[src/rtl/snd_link_tx.sv]
// rtl/snd_link_tx.sv - SND-path word FIFO and UART 8N1 serializer (4 bytes per word, LSB first)
module snd_link_tx #(
  parameter int CLK_DIV    = 434,
  parameter int FIFO_DEPTH = 4
) (
  input  logic        clk,
  input  logic        rst_n,
  input  logic        snd,
  input  logic [31:0] interface_data,
  output logic        tx,
  output logic        tx_busy,
  output logic        fifo_full,
  output logic        overflow
);

  localparam int AW = $clog2(FIFO_DEPTH);
  localparam int CW = AW + 1;

  typedef enum logic [1:0] {IDLE, START, DATA, STOP} state_t;

  state_t         state_q, state_d;
  logic [15:0]    baud_q, baud_d;
  logic [2:0]     bit_q, bit_d;
  logic [1:0]     byte_idx_q, byte_idx_d;
  logic [31:0]    shift_q, shift_d;
  logic [AW-1:0]  wr_ptr_q, wr_ptr_d, rd_ptr_q, rd_ptr_d;
  logic [CW-1:0]  count_q, count_d;
  logic           fifo_full_q, fifo_full_d;
  logic           overflow_q, overflow_d;
  logic           tx_q, tx_d;
  logic           tx_busy_q, tx_busy_d;
  logic [31:0]    mem_q [FIFO_DEPTH];
  logic [31:0]    mem_d [FIFO_DEPTH];
  logic           push, pop, baud_end;

  always_comb begin
    // Full is the registered flag, so a same-edge pop never rescues a push into a full FIFO.
    push       = snd && !fifo_full_q;
    pop        = (state_q == IDLE) && (count_q != '0);
    baud_end   = (baud_q == 16'(CLK_DIV - 1));

    mem_d      = mem_q;
    wr_ptr_d   = wr_ptr_q;
    rd_ptr_d   = rd_ptr_q;
    count_d    = count_q;
    overflow_d = snd && fifo_full_q;
    if (push) begin
      mem_d[wr_ptr_q] = interface_data;
      wr_ptr_d        = wr_ptr_q + AW'(1);
    end
    if (pop) rd_ptr_d = rd_ptr_q + AW'(1);
    if (push && !pop) count_d = count_q + CW'(1);
    else if (pop && !push) count_d = count_q - CW'(1);
    fifo_full_d = (count_d == CW'(FIFO_DEPTH));

    state_d    = state_q;
    baud_d     = baud_q + 16'd1;
    bit_d      = bit_q;
    byte_idx_d = byte_idx_q;
    shift_d    = shift_q;
    tx_d       = 1'b1;
    case (state_q)
      IDLE: begin
        baud_d = '0;
        if (pop) begin
          shift_d    = mem_q[rd_ptr_q];
          byte_idx_d = '0;
          state_d    = START;
        end
      end
      START: begin
        tx_d = 1'b0;
        if (baud_end) begin
          baud_d  = '0;
          bit_d   = '0;
          state_d = DATA;
        end
      end
      DATA: begin
        tx_d = shift_q[0];
        if (baud_end) begin
          baud_d  = '0;
          shift_d = {1'b0, shift_q[31:1]};
          if (bit_q == 3'd7) state_d = STOP;
          else bit_d = bit_q + 3'd1;
        end
      end
      STOP: begin
        if (baud_end) begin
          baud_d = '0;
          if (byte_idx_q != 2'd3) begin
            byte_idx_d = byte_idx_q + 2'd1;
            state_d    = START;
          end else begin
            state_d = IDLE;
          end
        end
      end
      default: state_d = IDLE;
    endcase

    tx_busy_d = (state_q != IDLE) || (count_q != '0);
  end

  always_ff @(posedge clk) begin
    if (!rst_n) begin
      state_q     <= IDLE;
      baud_q      <= '0;
      bit_q       <= '0;
      byte_idx_q  <= '0;
      shift_q     <= '0;
      wr_ptr_q    <= '0;
      rd_ptr_q    <= '0;
      count_q     <= '0;
      fifo_full_q <= 1'b0;
      overflow_q  <= 1'b0;
      tx_q        <= 1'b1;
      tx_busy_q   <= 1'b0;
    end else begin
      state_q     <= state_d;
      baud_q      <= baud_d;
      bit_q       <= bit_d;
      byte_idx_q  <= byte_idx_d;
      shift_q     <= shift_d;
      wr_ptr_q    <= wr_ptr_d;
      rd_ptr_q    <= rd_ptr_d;
      count_q     <= count_d;
      fifo_full_q <= fifo_full_d;
      overflow_q  <= overflow_d;
      tx_q        <= tx_d;
      tx_busy_q   <= tx_busy_d;
    end
  end

  // Storage needs no reset: pointers and count alone decide what is valid.
  always_ff @(posedge clk) begin
    mem_q <= mem_d;
  end

  assign tx        = tx_q;
  assign tx_busy   = tx_busy_q;
  assign fifo_full = fifo_full_q;
  assign overflow  = overflow_q;

endmodule

[config.mk]
export PLATFORM = sky130hd
export DESIGN_NAME = snd_link_tx
export DESIGN_NICKNAME = d
export VERILOG_FILES = /design/src/rtl/snd_link_tx.sv
export SDC_FILE = /design/constraint.sdc
export NUM_CORES = 1
export LEC_CHECK = 0
export CAP_MARGIN = 20
export CELL_PAD_IN_SITES_DETAIL_PLACEMENT = 2
export CELL_PAD_IN_SITES_GLOBAL_PLACEMENT = 2
export CORE_ASPECT_RATIO = 2
export CORE_MARGIN = 3
export CORE_UTILIZATION = 35
export DETAILED_ROUTE_END_ITERATION = 8
export PLACE_DENSITY_LB_ADDON = 0.1
export SLEW_MARGIN = 25
export SYNTH_ARGS = -nofsm -noshare
export SYNTH_HDL_FRONTEND = slang
export SYNTH_SLANG_ARGS = --single-unit
[constraint.sdc]
create_clock -name clk -period 2.9 [get_ports clk]
set_clock_uncertainty 0.15 [all_clocks]
set_input_delay 0.87 -clock clk [delete_from_list [all_inputs] [get_ports clk]]
set_output_delay 0.87 -clock clk [all_outputs]
set_load 0.005 [all_outputs]
==> results of run 1 <==
## cell usage after synthesis (2+ instances only)
cell	n	area [sq um]
buf_12	3	60.1
and3_1	5	31.3
and4_1	3	26.3
nand3_1	10	50.1
inv_1	9	33.8
nor2_1	26	97.6
and2_1	8	50.1
a21oi_1	39	195
nand2_1	84	315
o21ai_0	4	20.0
edfxtp_1	128	3840
mux4_2	32	721
o22ai_1	3	18.8
clkbuf_1	21	78.8
mux2i_1	7	70.1
dfxtp_1	66	1320
ha_1	17	213
nand3b_1	2	15.0
xor2_1	13	114
a311oi_1	7	61.3
nand2b_1	2	12.5
buf_6	3	33.8
buf_2	6	30.0
xnor2_1	4	35.0
a311oi_2	24	360
nor2b_1	4	25.0
nand4_1	2	12.5
## power by group through the flow
stage / Sequential (mW) / Combinational [mW] / Clock (mW)
after global routing: 3.63 / 3.23 / 2.44
after floorplan: 3.58 / 2.40 / 0
after global placement: 3.62 / 2.86 / 0
final: 3.58 / 2.89 / 2.26
after CTS: 3.59 / 2.98 / 2.35
after detailed placement: 3.64 / 2.96 / 0
## per-stage QoR
step	std cells	worst slack, ns
2_1_floorplan	548	0.327
3_5_place_dp	844	0.263
3_3_place_gp	844	0.286
6_report	875	0.386
4_1_cts	875	0.352
5_1_grt	875	0.191
## worst min-delay path by stage
stage and endpoint:
2_1_floorplan tx$_SDFF_PN1_, 4_1_cts byte_idx_q[1]$_SDFFE_PN0P_, 3_5_place_dp byte_idx_q[1]$_SDFFE_PN0P_, 3_3_place_gp byte_idx_q[1]$_SDFFE_PN0P_
6_report byte_idx_q[1]$_SDFFE_PN0P_, 5_1_grt tx$_SDFF_PN1_
## worst register-to-register path: cells and delay by family (launching register included)
| kind | cells | cell delay [ns] |
|---|---|---|
| AO/OA/AOI/OAI | 1 | 0.21 |
| flip-flops | 1 | 0.40 |
| adder cells (fa/ha/maj) | 1 | 0.18 |
| AND/OR/NAND/NOR | 3 | 1.01 |
| multiplexers | 1 | 0.40 |
## area by class of cell
cell class | instances | area, sq um | area share [%]
multi-input cells | 310 | 2620 | 28.1
clock buffers | 20 | 437 | 4.69
clock inverters | 11 | 115 | 1.24
flip-flops and latches | 194 | 5170 | 55.5
inverters | 10 | 37.5 | 0.403
repair buffers | 54 | 588 | 6.32
well taps | 276 | 345 | 3.71
## logic make-up (layout without fill, tap and decap cells)
kind of cell             count (synthesis)  count (layout)  share of synthesized area (%)
AO/OA/AOI/OAI                           83              83                           8.76
XOR/XNOR                                17              17                           1.85
adder cells (fa/ha/maj)                 17              17                           2.65
buffers and inverters                   44              95                           3.18
flip-flops                             194             194                           64.2
multiplexers                            40              40                           10.1
AND/OR/NAND/NOR                        153             153                           9.20
## cells in the final DEF (no fill, tap or decap), types with 5 or more instances in the layout
cell | Yosys | layout
and3_1 | 5 | 5
edfxtp_1 | 128 | 128
ha_1 | 17 | 17
nand3_1 | 10 | 10
buf_4 | 0 | 9
dfxtp_1 | 66 | 65
nand2_1 | 84 | 84
clkbuf_16 | 0 | 17
a21oi_1 | 39 | 39
mux4_2 | 32 | 32
xor2_1 | 13 | 13
nor2_1 | 26 | 26
clkdlybuf4s50_1 | 0 | 38
a311oi_1 | 7 | 7
buf_12 | 3 | 7
mux2i_1 | 7 | 7
inv_1 | 9 | 9
and2_1 | 8 | 8
a311oi_2 | 24 | 24
## per-layer routing
layer | global-route usage (%) | vias to the layer above | wire length (um)
met5 | 0 | - | 0
met4 | 5.58 | 0 | 335
met1 | 16.2 | 2385 | 6720
met3 | 3.72 | 23 | 421
met2 | 30.5 | 51 | 10600
li1 | - | 2134 | -
## sequential cells by signal, indices dropped and copies added, names as in the netlist
| name | flops |
|---|---|
| byte_idx_q | 2 |
| shift_q | 32 |
| wr_ptr_q | 2 |
| count_q | 3 |
| tx | 1 |
| overflow | 1 |
| fifo_full | 1 |
| tx_busy | 1 |
| bit_q | 3 |
| mem_q | 128 |
| rd_ptr_q | 2 |
| baud_q | 16 |
| state_q | 2 |
==> results.yml, run 1 <==
synthesis:
  synth_area_per_cell_sq_um: 14.7
  synth-seq-area-share_pct: 64.2
  synth_seq_cells: 194
  syn_inst: 548
  synth-edff-count: 128
  syn_nets: 600
  synthDistinctLibCells: 43
  synthArstFlopShare_pct: 0
  syn_area_sq_um: 8040
  ys_warn_count: 0
  synth-main-ff-cell: "edfxtp_1"
sta:
  drv_slew: 0
  holdWs_ns: 0.321
  fmax_mhz: 398
  period_share_pct: 86.7
  relSlewSlack_pct: 63.6
  setup_viol: 0
  finalHoldViolCount: 0
  grt_setup_unrepaired: "false"
  setup_tns_ns: 0
  tightestPinTransition_ns: 0.546
  fin_crit_ns: 2.51
clock_tree:
  cts-hold-fix-buffers: 0
  root_buffer: "clkbuf_16"
  clk_path_buf_depth: 2
  insertion_delay_ns: 0.44
  post_cts_buffers: 0
  cts_made_buffers: 17
  cts_sinks: 194
  cts_tree: "built"
  clk_pin_slew_ns: 0.07
  htreeDepth: 4
  postCtsResizedCells: 0
power:
  combPwrFrac_pct: 33.1
  switchingPower_mw: 2.88
  clkPwrFrac_pct: 25.9
  pwr_density_cell_nw_per_um2: 938
  p_leak_nw: 3.11
  seqPwrFrac_pct: 41.0
  finalPower_mw: 8.73
  p_int_mw: 5.85
  swShare_pct: 33.0
  vdd_ir_drop_max_mv: 0.612
placement:
  placed_area_sq_um: 8760
  gp_congestion: 0.735
  dp_hpwl_um: 11400
  numPortBuffers: 38
setup_path:
  cpPeakStageDelay_ns: 0.57
  crit_family: "simple AND/OR/NAND/NOR gates"
  rr_worst_depth: 6
  path_cells: "ha_1 -> nor3b_2 -> nand4_4 -> mux2i_4 -> and2_4 -> a311oi_2"
  arrival_ns: 2.65
  rr_startpoint: "baud_q[0]$_SDFF_PP0_"
  endpoint_kind: "flop"
  r2r-end: "shift_q[8]$_SDFFE_PN0P_"
  required_ns: 3.03
  worst-path-max-fanout: 32
  worst-path-stages: 6
  cp_num_buf_inv: 0
  cp-start-kind: "flop"
  slowest_stage: "and2_4"
  setup.worst_path.start: "baud_q[0]$_SDFF_PP0_"
  crit_end: "shift_q[8]$_SDFFE_PN0P_"
  rrSetupSlack_ns: 0.39
  worstSetupPathType: "flop to flop"
hold_path:
  min_from: "byte_idx_q[1]$_SDFFE_PN0P_"
  min_path_cells: 2
  hold_class: "flop to flop"
die:
  io-pin-count: 39
  die_w_um: 113
  start_util_pct: 36.0
  die_y_um: 220
  fp-row-count: 77
  dieArea_sq_um: 24900
  core_sq_um: 22400
global_route:
  grt_pass1_vias: 5382
  grt_pass1_wl_um: 29700
  grt_usage_pct: 15.7
  grt_max_degree: 41
  grt_antenna_before_repair: 0
  grt_overflow: 0
route:
  wire_per_inst_um: 20.6
  drtAntennaViolNets: 0
  firstDrtPassIters: 4
  num_vias: 4593
  drc_errors: 0
  routed_wl_um: 18100
  drtIter0Drc: 186
  viasPerCell: 5.25
status:
  status: "complete, no violations"
cells_and_area:
  fill_cells: 2180
  area_growth_pct: 15.8
  utilization_pct: 41.6
  n_antenna_cell: 0
  final_cell_area_sq_um: 9310
  drive_gt1_share_pct: 17.4
  finish.net_count: 639
flow_run:
  drv_cap: 0
Power figures use the tool's default switching activity.
==> inputs of run 2 (changes only) <==
--- a/config.mk
+++ b/config.mk
@@ -8,7 +8,7 @@
 export CAP_MARGIN = 20
 export CELL_PAD_IN_SITES_DETAIL_PLACEMENT = 2
 export CELL_PAD_IN_SITES_GLOBAL_PLACEMENT = 2
-export CORE_ASPECT_RATIO = 2
+export CORE_ASPECT_RATIO = 0.9
 export CORE_MARGIN = 3
 export CORE_UTILIZATION = 35
 export DETAILED_ROUTE_END_ITERATION = 8
==> run 2 against run 1 <==
Hold slack better by 0.0058 ns. Utilization up 1.0 points. Final area up 1.2%. Largest power group unchanged. Register-to-register slack better by 0.14 ns. Highest routed layer unchanged. Combinational power up 3%. Via count up 0.57%. Clock power up 10%. Power up 3.7%. Clock-buffer cell count down 2.
==> results.yml, run 2 (synthesis results as in run 1) <==
clock_tree:
  postCtsResizedCells: 0
  cts_tree: "built"
  insertion_delay_ns: 0.43
  htreeDepth: 4
  cts_made_buffers: 17
  root_buffer: "clkbuf_16"
  post_cts_buffers: 0
  clk_path_buf_depth: 2
  clk_pin_slew_ns: 0.07
  cts_sinks: 194
  cts-hold-fix-buffers: 0
cells_and_area:
  area_growth_pct: 17.1
  mostFrequentLayoutCells: "edfxtp_1, nand2_1, dfxtp_1, a21oi_1, clkdlybuf4s50_1"
  finish.net_count: 644
  final_cells: 896
  drive_gt1_share_pct: 19.0
  largest_reg_flops: 128
  layout_commonest_cell: "edfxtp_1"
  utilization_pct: 42.6
  top_register: "mem_q"
  reg_top3: "mem_q x128, shift_q x32, baud_q x16"
  n_antenna_cell: 0
power:
  p_leak_nw: 3.17
  vdd_ir_drop_max_mv: 0.597
  pwr_density_cell_nw_per_um2: 961
setup_path:
  endpoint_kind: "flop"
  worst-path-max-fanout: 32
  worstSetupPathType: "flop to flop"
  cp-start-kind: "flop"
  arrival_ns: 2.50
  required_ns: 3.02
  rr_worst_depth: 6
sta:
  fmax_mhz: 421
  grt_setup_unrepaired: "false"
  drv_slew: 0
  setup_tns_ns: 0
  fin_ws_ns: 0.523
  holdWs_ns: 0.327
  period_share_pct: 82.0
  finalHoldViolCount: 0
  setup_viol: 0
  fin_crit_ns: 2.38
  relSlewSlack_pct: 61.7
  tightestPinTransition_ns: 0.574
global_route:
  grt_pass1_wl_um: 30400
  grt_usage_pct: 15.8
  grt_pass1_vias: 5262
  grt_antenna_before_repair: 0
  grt_max_degree: 41
  grt_overflow: 0
placement:
  place_ws_ns: 0.179
  gp_congestion: 0.696
  dp_hpwl_um: 11600
  dp_cells: 864
  numPortBuffers: 38
die:
  fp-row-count: 51
  io-pin-count: 39
  die_w_um: 166
  dieArea_sq_um: 24800
  die_y_um: 150
  start_util_pct: 36.4
  core_sq_um: 22100
route:
  drtAntennaViolNets: 0
  drc_errors: 0
  firstDrtPassIters: 4
  wire_per_inst_um: 20.8
  num_vias: 4619
  drtIter0Drc: 234
  viasPerCell: 5.16
  routed_wl_um: 18700
hold_path:
  hold_class: "flop to flop"
  min_path_cells: 2
flow_run:
  drv_cap: 0
status:
  status: "complete, no violations"
-- run 2: report_power, final --
part / leakage (nW) / switching, mW / internal [mW] / total, mW
logic: 1.15 / 1.78 / 1.20 / 2.98
clock network: 0.303 / 1.10 / 1.39 / 2.49
registers: 1.72 / 0.186 / 3.39 / 3.58
total: 3.17 / 3.06 / 5.98 / 9.05
-- run 2: worst paths after layout --
check	start	to	slack (ns)
hold reg to reg	byte_idx_q[1]$_SDFFE_PN0P_	byte_idx_q[1]$_SDFFE_PN0P_	0.33
hold / removal	byte_idx_q[1]$_SDFFE_PN0P_	byte_idx_q[1]$_SDFFE_PN0P_	0.33
setup / recovery	baud_q[0]$_SDFF_PP0_	shift_q[15]$_SDFFE_PN0P_	0.52
setup reg to reg	baud_q[0]$_SDFF_PP0_	shift_q[15]$_SDFFE_PN0P_	0.52
-- run 2: metrics by stage --
stage / area (sq um) / total power, mW
floorplan: 8040 / 5.99
global placement: 8790 / 6.53
detailed placement: 8790 / 6.65
CTS: 9420 / 9.18
global route: 9420 / 9.59
finish: 9420 / 9.05
-- run 2: worst max-delay path, cell delays in order, from the launching register on --
cell	delay (ns)
dfxtp_1	0.40
ha_1	0.19
nor3b_2	0.31
nand4_4	0.21
mux2i_4	0.20
and2_4	0.54
a311oi_2	0.19
-- run 2: routing by layer --
metal	global-route usage, %	vias to the layer above	share of wire, %
li1	-	2146	-
met1	20.3	2418	46
met2	27.8	40	51
met3	2.93	15	1.9
met4	4.20	0	1.0
met5	0	-	0
-- run 2: area by class of cell --
cell class | count | area (sq um)
clock buffers | 18 | 429
fillers | 2202 | 12700
flip-flops and latches | 194 | 5170
inverters | 10 | 37.5
clock inverters | 14 | 199
multi-input cells | 310 | 2620
well taps | 291 | 364
repair buffers | 59 | 601
